**config.mk**
```make
export PLATFORM = sky130hd
export DESIGN_NAME = pwm_multi_gen_flat
export DESIGN_NICKNAME = d
export VERILOG_FILES = /design/src/rtl/pwm_multi_gen_if.sv /design/src/rtl/pwm_multi_gen.sv /design/src/flat_wrapper.sv
export SDC_FILE = /design/constraint.sdc
export NUM_CORES = 1
export LEC_CHECK = 0
export BUFFER_PORTS_ARGS = -buffer_cell sky130_fd_sc_hd__buf_2
export CAP_MARGIN = 10
export CORE_ASPECT_RATIO = 0.7
export CORE_UTILIZATION = 35
export DETAILED_ROUTE_END_ITERATION = 6
export PLACE_DENSITY = 0.47
export SETUP_SLACK_MARGIN = 0.3
export SYNTH_ARGS = -nofsm -noshare
export SYNTH_HDL_FRONTEND = slang
export SYNTH_SLANG_ARGS = --single-unit
```
**constraint.sdc**
```tcl
create_clock -name clk -period 10.15 [get_ports clk]
set_clock_uncertainty 0.2 [all_clocks]
set_input_delay 2.03 -clock clk [delete_from_list [all_inputs] [get_ports clk]]
set_output_delay 2.03 -clock clk [all_outputs]
set_load 0.05 [all_outputs]
```
**src/rtl/pwm_multi_gen_if.sv**
```systemverilog
// Configuration write bus for pwm_multi_gen: one strobe, target channel and the shadow fields.
// cfg_dead only exists when PWM_DEADTIME_EN is defined.
interface pwm_multi_gen_if #(
   parameter int N_CH  = 2,
   parameter int CNT_W = 16,
   parameter int DT_W  = 8
);
   localparam int CH_W = (N_CH > 1) ? $clog2(N_CH) : 1;

   logic             cfg_we;
   logic [CH_W-1:0]  cfg_ch;
   logic [CNT_W-1:0] cfg_period;
   logic [CNT_W-1:0] cfg_high;
   logic [CNT_W-1:0] cfg_phase;
`ifdef PWM_DEADTIME_EN
   logic [DT_W-1:0]  cfg_dead;

   modport master (output cfg_we, cfg_ch, cfg_period, cfg_high, cfg_phase, cfg_dead);
   modport slave  (input  cfg_we, cfg_ch, cfg_period, cfg_high, cfg_phase, cfg_dead);
`else
   modport master (output cfg_we, cfg_ch, cfg_period, cfg_high, cfg_phase);
   modport slave  (input  cfg_we, cfg_ch, cfg_period, cfg_high, cfg_phase);
`endif
endinterface

```
**src/rtl/pwm_multi_gen.sv**
```systemverilog
// pwm_multi_gen: N_CH PWM channels with shadowed period/high/phase and complementary outputs.
// Define PWM_DEADTIME_EN to add per-channel dead-time insertion between out_p and out_n.
//
// state | meaning
// IDLE  | channel disabled: cnt and outputs held at 0, active config tracks pending
// RUN   | cnt runs 0..period-1, out_p follows cnt < high one cycle later
module pwm_multi_gen #(
   parameter int N_CH  = 2,
   parameter int CNT_W = 16,
   parameter int DT_W  = 8
) (
   input  logic            clk,
   input  logic            rst,
   input  logic [N_CH-1:0] en,
   input  logic            sync,
   pwm_multi_gen_if.slave  cfg,
   output logic [N_CH-1:0] out_p,
   output logic [N_CH-1:0] out_n,
   output logic [N_CH-1:0] wrap
);
   localparam int CH_W = (N_CH > 1) ? $clog2(N_CH) : 1;

   typedef enum logic {IDLE = 1'b0, RUN = 1'b1} state_t;

   for (genvar i = 0; i < N_CH; i++) begin : g_ch
      state_t           state, state_nxt;
      logic [CNT_W-1:0] pend_period, pend_high, pend_phase;
      logic [CNT_W-1:0] act_period, act_high;
      logic [CNT_W-1:0] cnt, cnt_nxt, start_cnt;
      logic             wr_hit, load, active, lvl;
      logic             p_nxt, n_nxt, wrap_nxt;
      logic             p_q, n_q, wrap_q;

      // Out-of-range channel numbers never match any i, so those writes drop silently.
      assign wr_hit    = cfg.cfg_we && (cfg.cfg_ch == CH_W'(i));
      assign start_cnt = (pend_phase < pend_period) ? pend_phase : '0;
      assign active    = (state == RUN) && en[i] && (act_period != '0);
      assign lvl       = active && (cnt < act_high);

      always_ff @(posedge clk) begin
         if (rst) state <= IDLE;
         else     state <= state_nxt;
      end

      always_comb begin
         state_nxt = state;
         cnt_nxt   = cnt;
         wrap_nxt  = 1'b0;
         load      = 1'b0;
         case (state)
            IDLE: begin
               load    = 1'b1;
               cnt_nxt = '0;
               if (en[i]) begin
                  state_nxt = RUN;
                  cnt_nxt   = start_cnt;
               end
            end
            RUN: begin
               if (!en[i]) begin
                  state_nxt = IDLE;
                  load      = 1'b1;
                  cnt_nxt   = '0;
               end else if (sync) begin
                  load    = 1'b1;
                  cnt_nxt = start_cnt;
               end else if (act_period == '0) begin
                  cnt_nxt = '0;
               end else if (cnt == act_period - CNT_W'(1)) begin
                  load     = 1'b1;
                  wrap_nxt = 1'b1;
                  cnt_nxt  = '0;
               end else begin
                  cnt_nxt = cnt + CNT_W'(1);
               end
            end
            default: begin
               state_nxt = IDLE;
               cnt_nxt   = '0;
            end
         endcase
      end

`ifdef PWM_DEADTIME_EN
      logic [DT_W-1:0] pend_dead, act_dead, dcnt, dcnt_nxt;
      logic            lvl_q, hold;

      // Any level change restarts the blanking window, so short pulses are swallowed whole.
      always_comb begin
         dcnt_nxt = '0;
         hold     = 1'b0;
         if (active) begin
            if ((lvl != lvl_q) && (act_dead != '0)) begin
               hold     = 1'b1;
               dcnt_nxt = act_dead - DT_W'(1);
            end else if (dcnt != '0) begin
               hold     = 1'b1;
               dcnt_nxt = dcnt - DT_W'(1);
            end
         end
      end

      assign p_nxt = lvl && !hold;
      assign n_nxt = active && !lvl && !hold;

      always_ff @(posedge clk) begin
         if (rst) begin
            pend_dead <= '0;
            act_dead  <= '0;
            dcnt      <= '0;
            lvl_q     <= 1'b0;
         end else begin
            lvl_q <= lvl;
            dcnt  <= dcnt_nxt;
            if (load)   act_dead  <= pend_dead;
            if (wr_hit) pend_dead <= cfg.cfg_dead;
         end
      end
`else
      assign p_nxt = lvl;
      assign n_nxt = active && !lvl;
`endif

      always_ff @(posedge clk) begin
         if (rst) begin
            cnt         <= '0;
            pend_period <= '0;
            pend_high   <= '0;
            pend_phase  <= '0;
            act_period  <= '0;
            act_high    <= '0;
            p_q         <= 1'b0;
            n_q         <= 1'b0;
            wrap_q      <= 1'b0;
         end else begin
            cnt    <= cnt_nxt;
            p_q    <= p_nxt;
            n_q    <= n_nxt;
            wrap_q <= wrap_nxt;
            // Load sees the pending value from before this cycle's write.
            if (load) begin
               act_period <= pend_period;
               act_high   <= pend_high;
            end
            if (wr_hit) begin
               pend_period <= cfg.cfg_period;
               pend_high   <= cfg.cfg_high;
               pend_phase  <= cfg.cfg_phase;
            end
         end
      end

      assign out_p[i] = p_q;
      assign out_n[i] = n_q;
      assign wrap[i]  = wrap_q;
   end
endmodule

```
**src/flat_wrapper.sv**
```systemverilog
// flat-port wrapper written by rule: the top's interface ports become plain ports
module pwm_multi_gen_flat 
#(
   parameter int N_CH  = 2,
   parameter int CNT_W = 16,
   parameter int DT_W  = 8
)
  (clk, rst, en, sync, out_p, out_n, wrap, cfg_cfg_we, cfg_cfg_ch, cfg_cfg_period, cfg_cfg_high, cfg_cfg_phase);
  pwm_multi_gen_if #(.N_CH(N_CH), .CNT_W(CNT_W), .DT_W(DT_W)) cfg_i ();
  input  logic clk;
  input  logic rst;
  input  logic [N_CH-1:0] en;
  input  logic sync;
  output logic [N_CH-1:0] out_p;
  output logic [N_CH-1:0] out_n;
  output logic [N_CH-1:0] wrap;
  input wire logic [$bits(cfg_i.cfg_we)-1:0] cfg_cfg_we;
  input wire logic [$bits(cfg_i.cfg_ch)-1:0] cfg_cfg_ch;
  input wire logic [$bits(cfg_i.cfg_period)-1:0] cfg_cfg_period;
  input wire logic [$bits(cfg_i.cfg_high)-1:0] cfg_cfg_high;
  input wire logic [$bits(cfg_i.cfg_phase)-1:0] cfg_cfg_phase;
  assign cfg_i.cfg_we = cfg_cfg_we;
  assign cfg_i.cfg_ch = cfg_cfg_ch;
  assign cfg_i.cfg_period = cfg_cfg_period;
  assign cfg_i.cfg_high = cfg_cfg_high;
  assign cfg_i.cfg_phase = cfg_cfg_phase;
  pwm_multi_gen #(.N_CH(N_CH), .CNT_W(CNT_W), .DT_W(DT_W)) u_core (.clk(clk), .rst(rst), .en(en), .sync(sync), .cfg(cfg_i), .out_p(out_p), .out_n(out_n), .wrap(wrap));
endmodule
```
==> results by group <==
Clock tree
  • Clk pin slew, worst setup/hold paths: 80 ps
  • Post-CTS setup buffers: 0
  • Hold buffers post-CTS: 0
  • CTS max path bufs: 2
  • H-tree depth: 4
  • TritonCTS buffer count: 17
  • Clock Latency Late Sink: 450 ps
  • CTS tree: built
  • Clock Sinks: 200
  • # resized after CTS: 0
  • Clock root cell: clkbuf_16

Drt
  • Initial drt markers: approximately 650
  • Drt drc: 0
  • Vias: roughly 8900
  • Via density: 5.19
  • Final ANT Viol Nets: 0
  • WL per Instance: roughly 18 um
  • Drt total wl: 31.4 mm
  • Detailed-router iteration count before antenna repair: 5

Floorplan
  • Die height: about 150 um
  • FP Rows: 52
  • Core area: between 20000 and 30000 um2
  • Starting Density: 0.361
  • Die Footprint: around 31000 um2
  • Die W: 210 um
  • Ports: around 60

GRT
  • Vias in the first global route: between 8000 and 9000
  • Initial antenna violation count: 0
  • All-Layer GR Usage: 0.209
  • Grt ovf: 0
  • First-pass GRT wire length: ~50 mm
  • Largest net degree at the start of global routing: 91

Layout
  • Non-Filler Instances: ~1700
  • Fill cells: between 3000 and 4000
  • Layout cells sized above 1: 0.0947
  • Inserted Diodes: 0
  • Final Util: 0.398
  • Design area: between 10000 and 15000 um2
  • Area grow syn2layout: 10.2%
  • Nets: 1416

Timing
  • Final Cycle Share: 0.418
  • Final hold violations: 0
  • Slew Limit Fails: 0
  • RSZ-0062 raised after global routing: false
  • Setup violations, final: 0
  • Slew headroom: 0.254
  • Fmax: roughly 240 MHz
  • Worst Tran Pin Value: 1120 ps
  • Final worst path period need: 4240 ps
  • Worst setup margin: 5910 ps
  • Hold Slack: ~260 ps
  • Final TNS setup: 0 ps

Power and ir drop
  • Leak: 4.70 nW
  • Switching power share of the total: 0.287
  • Pwr/cell area: around 150 nW/um2
  • Internal Power: approximately 1.3 mW
  • Seq pwr share: 0.480
  • Worst VDD drop: 0.0000989 V
  • Clock share of power: 0.387
  • Power share of the combinational group: 0.133
  • P_sw: 506 uW
  • Pwr Total: between 1.5 and 2 mW

Logic synthesis
  • Mapped Nets: between 1000 and 1500
  • Xor/xnor share of the synthesized area: 0.0570
  • Synth area leader: dfxtp_1
  • Async set-or-reset flop fraction in the synthesized netlist: 0
  • Top cells by area, synth: dfxtp_1 38%, nand2_1 8.3%, ha_1 7.6%
  • Sequential area share after synthesis: 0.378
  • Yosys top cell area share: 0.378
  • Synth Area in Adders: 0.0756
  • Main synth FF type: dfxtp_1
  • Synthesized area: between 10000 and 15000 um2
  • Post-Syn Instances: 1288
  • Main combinational cell family by area after synthesis: simple AND/OR/NAND/NOR gates
  • Post-synth EDFFs: 0
  • Count of cell types in the netlist: 69
  • Synth warn: 0
  • Synth Area in Simple Gates: 0.210
  • FF+latch count, synth: 200
  • Post-synthesis mux area share: 0.0614
  • Compound-gate portion of the synthesized area: 0.154
  • Syn Area/Cell: 8.23 um2

Place
  • Pre-CTS WS: a little under 6000 ps
  • Placed instance area: approximately 11000 um2
  • Dpl cells: between 1500 and 2000
  • Gpl congestion: roughly 0.86
  • Port bufs: 60
  • Hpwl dp: approximately 24 mm

Worst setup path
  • WS Path Type: reg2reg
  • CP required: roughly 10000 ps
  • Crit start category: register
  • CP max FO: 17
  • Crit path from: u_core.g_ch[0].act_period[0]$_SDFFE_PP0P_
  • R2R setup slack: around 5900 ps
  • Reg2reg end: u_core.g_ch[0].cnt[3]$_SDFF_PP0_
  • Worst R2R Path Depth: 8
  • Crit end category: register
  • Critical R2R Launch: u_core.g_ch[0].act_period[0]$_SDFFE_PP0P_
  • Crit path DAT: roughly 4400 ps

Hold path
  • Worst min-delay path category: reg2reg
  • Hold Path Origin: u_core.g_ch[0].pend_high[12]$_SDFFE_PP0P_
  • End point of the worst hold path: u_core.g_ch[0].pend_high[12]$_SDFFE_PP0P_
  • WHS Path Cells: 2

Flow run
  • Max_cap viols: 0

Outcome
  • Status: complete, no violations
-- worst max-delay path, stage by stage, from the launching register on --
cell       delay [ps]
dfxtp_1           370
or4_1             620
or3_1             370
a2111oi_0         910
nand4_1           160
and4bb_2          400
a21o_1            500
or3_1             430
o22ai_1           150
-- cells in the final DEF (no fill, tap or decap), types with 13 or more instances in the layout --
master     instances
nand2_1          234
dfxtp_1          200
a21oi_1          112
nor2_1           104
inv_1             79
mux2i_1           65
ha_1              64
buf_2             59
xnor2_1           36
xor2_1            33
a21o_1            26
nand3_1           21
o21ai_0           19
nand4_1           17
clkbuf_16         17
nor3_1            14
a221o_1           14
nor4_1            13
-- sequential cells by signal (all words and copies together), names as in the netlist --
signal	cells
u_core.g_ch.pend_phase	32
u_core.g_ch.act_high	32
u_core.g_ch.wrap_q	2
u_core.g_ch.cnt	32
u_core.g_ch.p_q	2
u_core.g_ch.pend_high	32
u_core.g_ch.act_period	32
u_core.g_ch.pend_period	32
u_core.g_ch.state	2
u_core.g_ch.n_q	2
-- power by group through the flow --
stage | Combinational, mW | Sequential [mW] | Clock (mW)
2_1_floorplan | 0.173 | 0.847 | 0
3_3_place_gp | 0.231 | 0.864 | 0
3_5_place_dp | 0.232 | 0.864 | 0
4_1_cts | 0.233 | 0.845 | 0.703
5_1_grt | 0.265 | 0.849 | 0.733
6_report | 0.234 | 0.845 | 0.683
-- metal layers --
layer,track usage,vias to the layer above,share of wire
met5,0,-,0
met1,0.334,4215,0.56
li1,-,4466,-
met2,0.284,196,0.38
met3,0.0346,21,0.045
met4,0.0504,0,0.010
-- cells in the mapped netlist (7+ instances only) --
cell / instances
nor2_1: 104
xnor2_1: 36
nand4_1: 17
nor2b_1: 11
or2_2: 8
or4_1: 11
clkbuf_1: 54
mux2i_1: 65
a211oi_1: 8
nand2_1: 234
a21oi_1: 112
buf_4: 9
nor4_1: 14
o22ai_1: 9
a221o_1: 14
xor2_1: 33
nor3_1: 14
nand3_1: 21
and2_1: 7
dfxtp_1: 200
ha_1: 64
and3_1: 8
o21ai_0: 19
a21o_1: 26
or3_1: 10
inv_1: 79
o21a_1: 12
-- layout make-up --
class	count	area (um2)	area share
Multi-Input combinational cell	934	5950	0.510
Clock inverter	14	138	0.0118
Inverter	80	300	0.0257
Timing Repair Buffer	64	337	0.0288
Sequential cell	200	4000	0.343
Clock buffer	18	439	0.0376
Tap cell	405	507	0.0434
-- cells by family (layout without fill, tap and decap cells) --
| kind of cell | count (synthesis) | in the layout |
|---|---|---|
| simple gates | 486 | 486 |
| compound gates | 250 | 250 |
| flops | 200 | 200 |
| buf+inv | 154 | 176 |
| xor+xnor | 69 | 69 |
| mux | 65 | 65 |
| fa+ha+maj | 64 | 64 |
-- how the worst max path moves through the flow --
stage	to	depth (start not counted)
after floorplan	u_core.g_ch[0].act_high[0]$_SDFFE_PP0P_	7
after global placement	u_core.g_ch[0].n_q$_SDFF_PP0_	4
after detailed placement	u_core.g_ch[0].n_q$_SDFF_PP0_	4
after CTS	u_core.g_ch[0].cnt[4]$_SDFF_PP0_	8
after global routing	u_core.g_ch[0].cnt[10]$_SDFF_PP0_	8
final	u_core.g_ch[0].cnt[3]$_SDFF_PP0_	8
(Power assumes the default switching activity.)
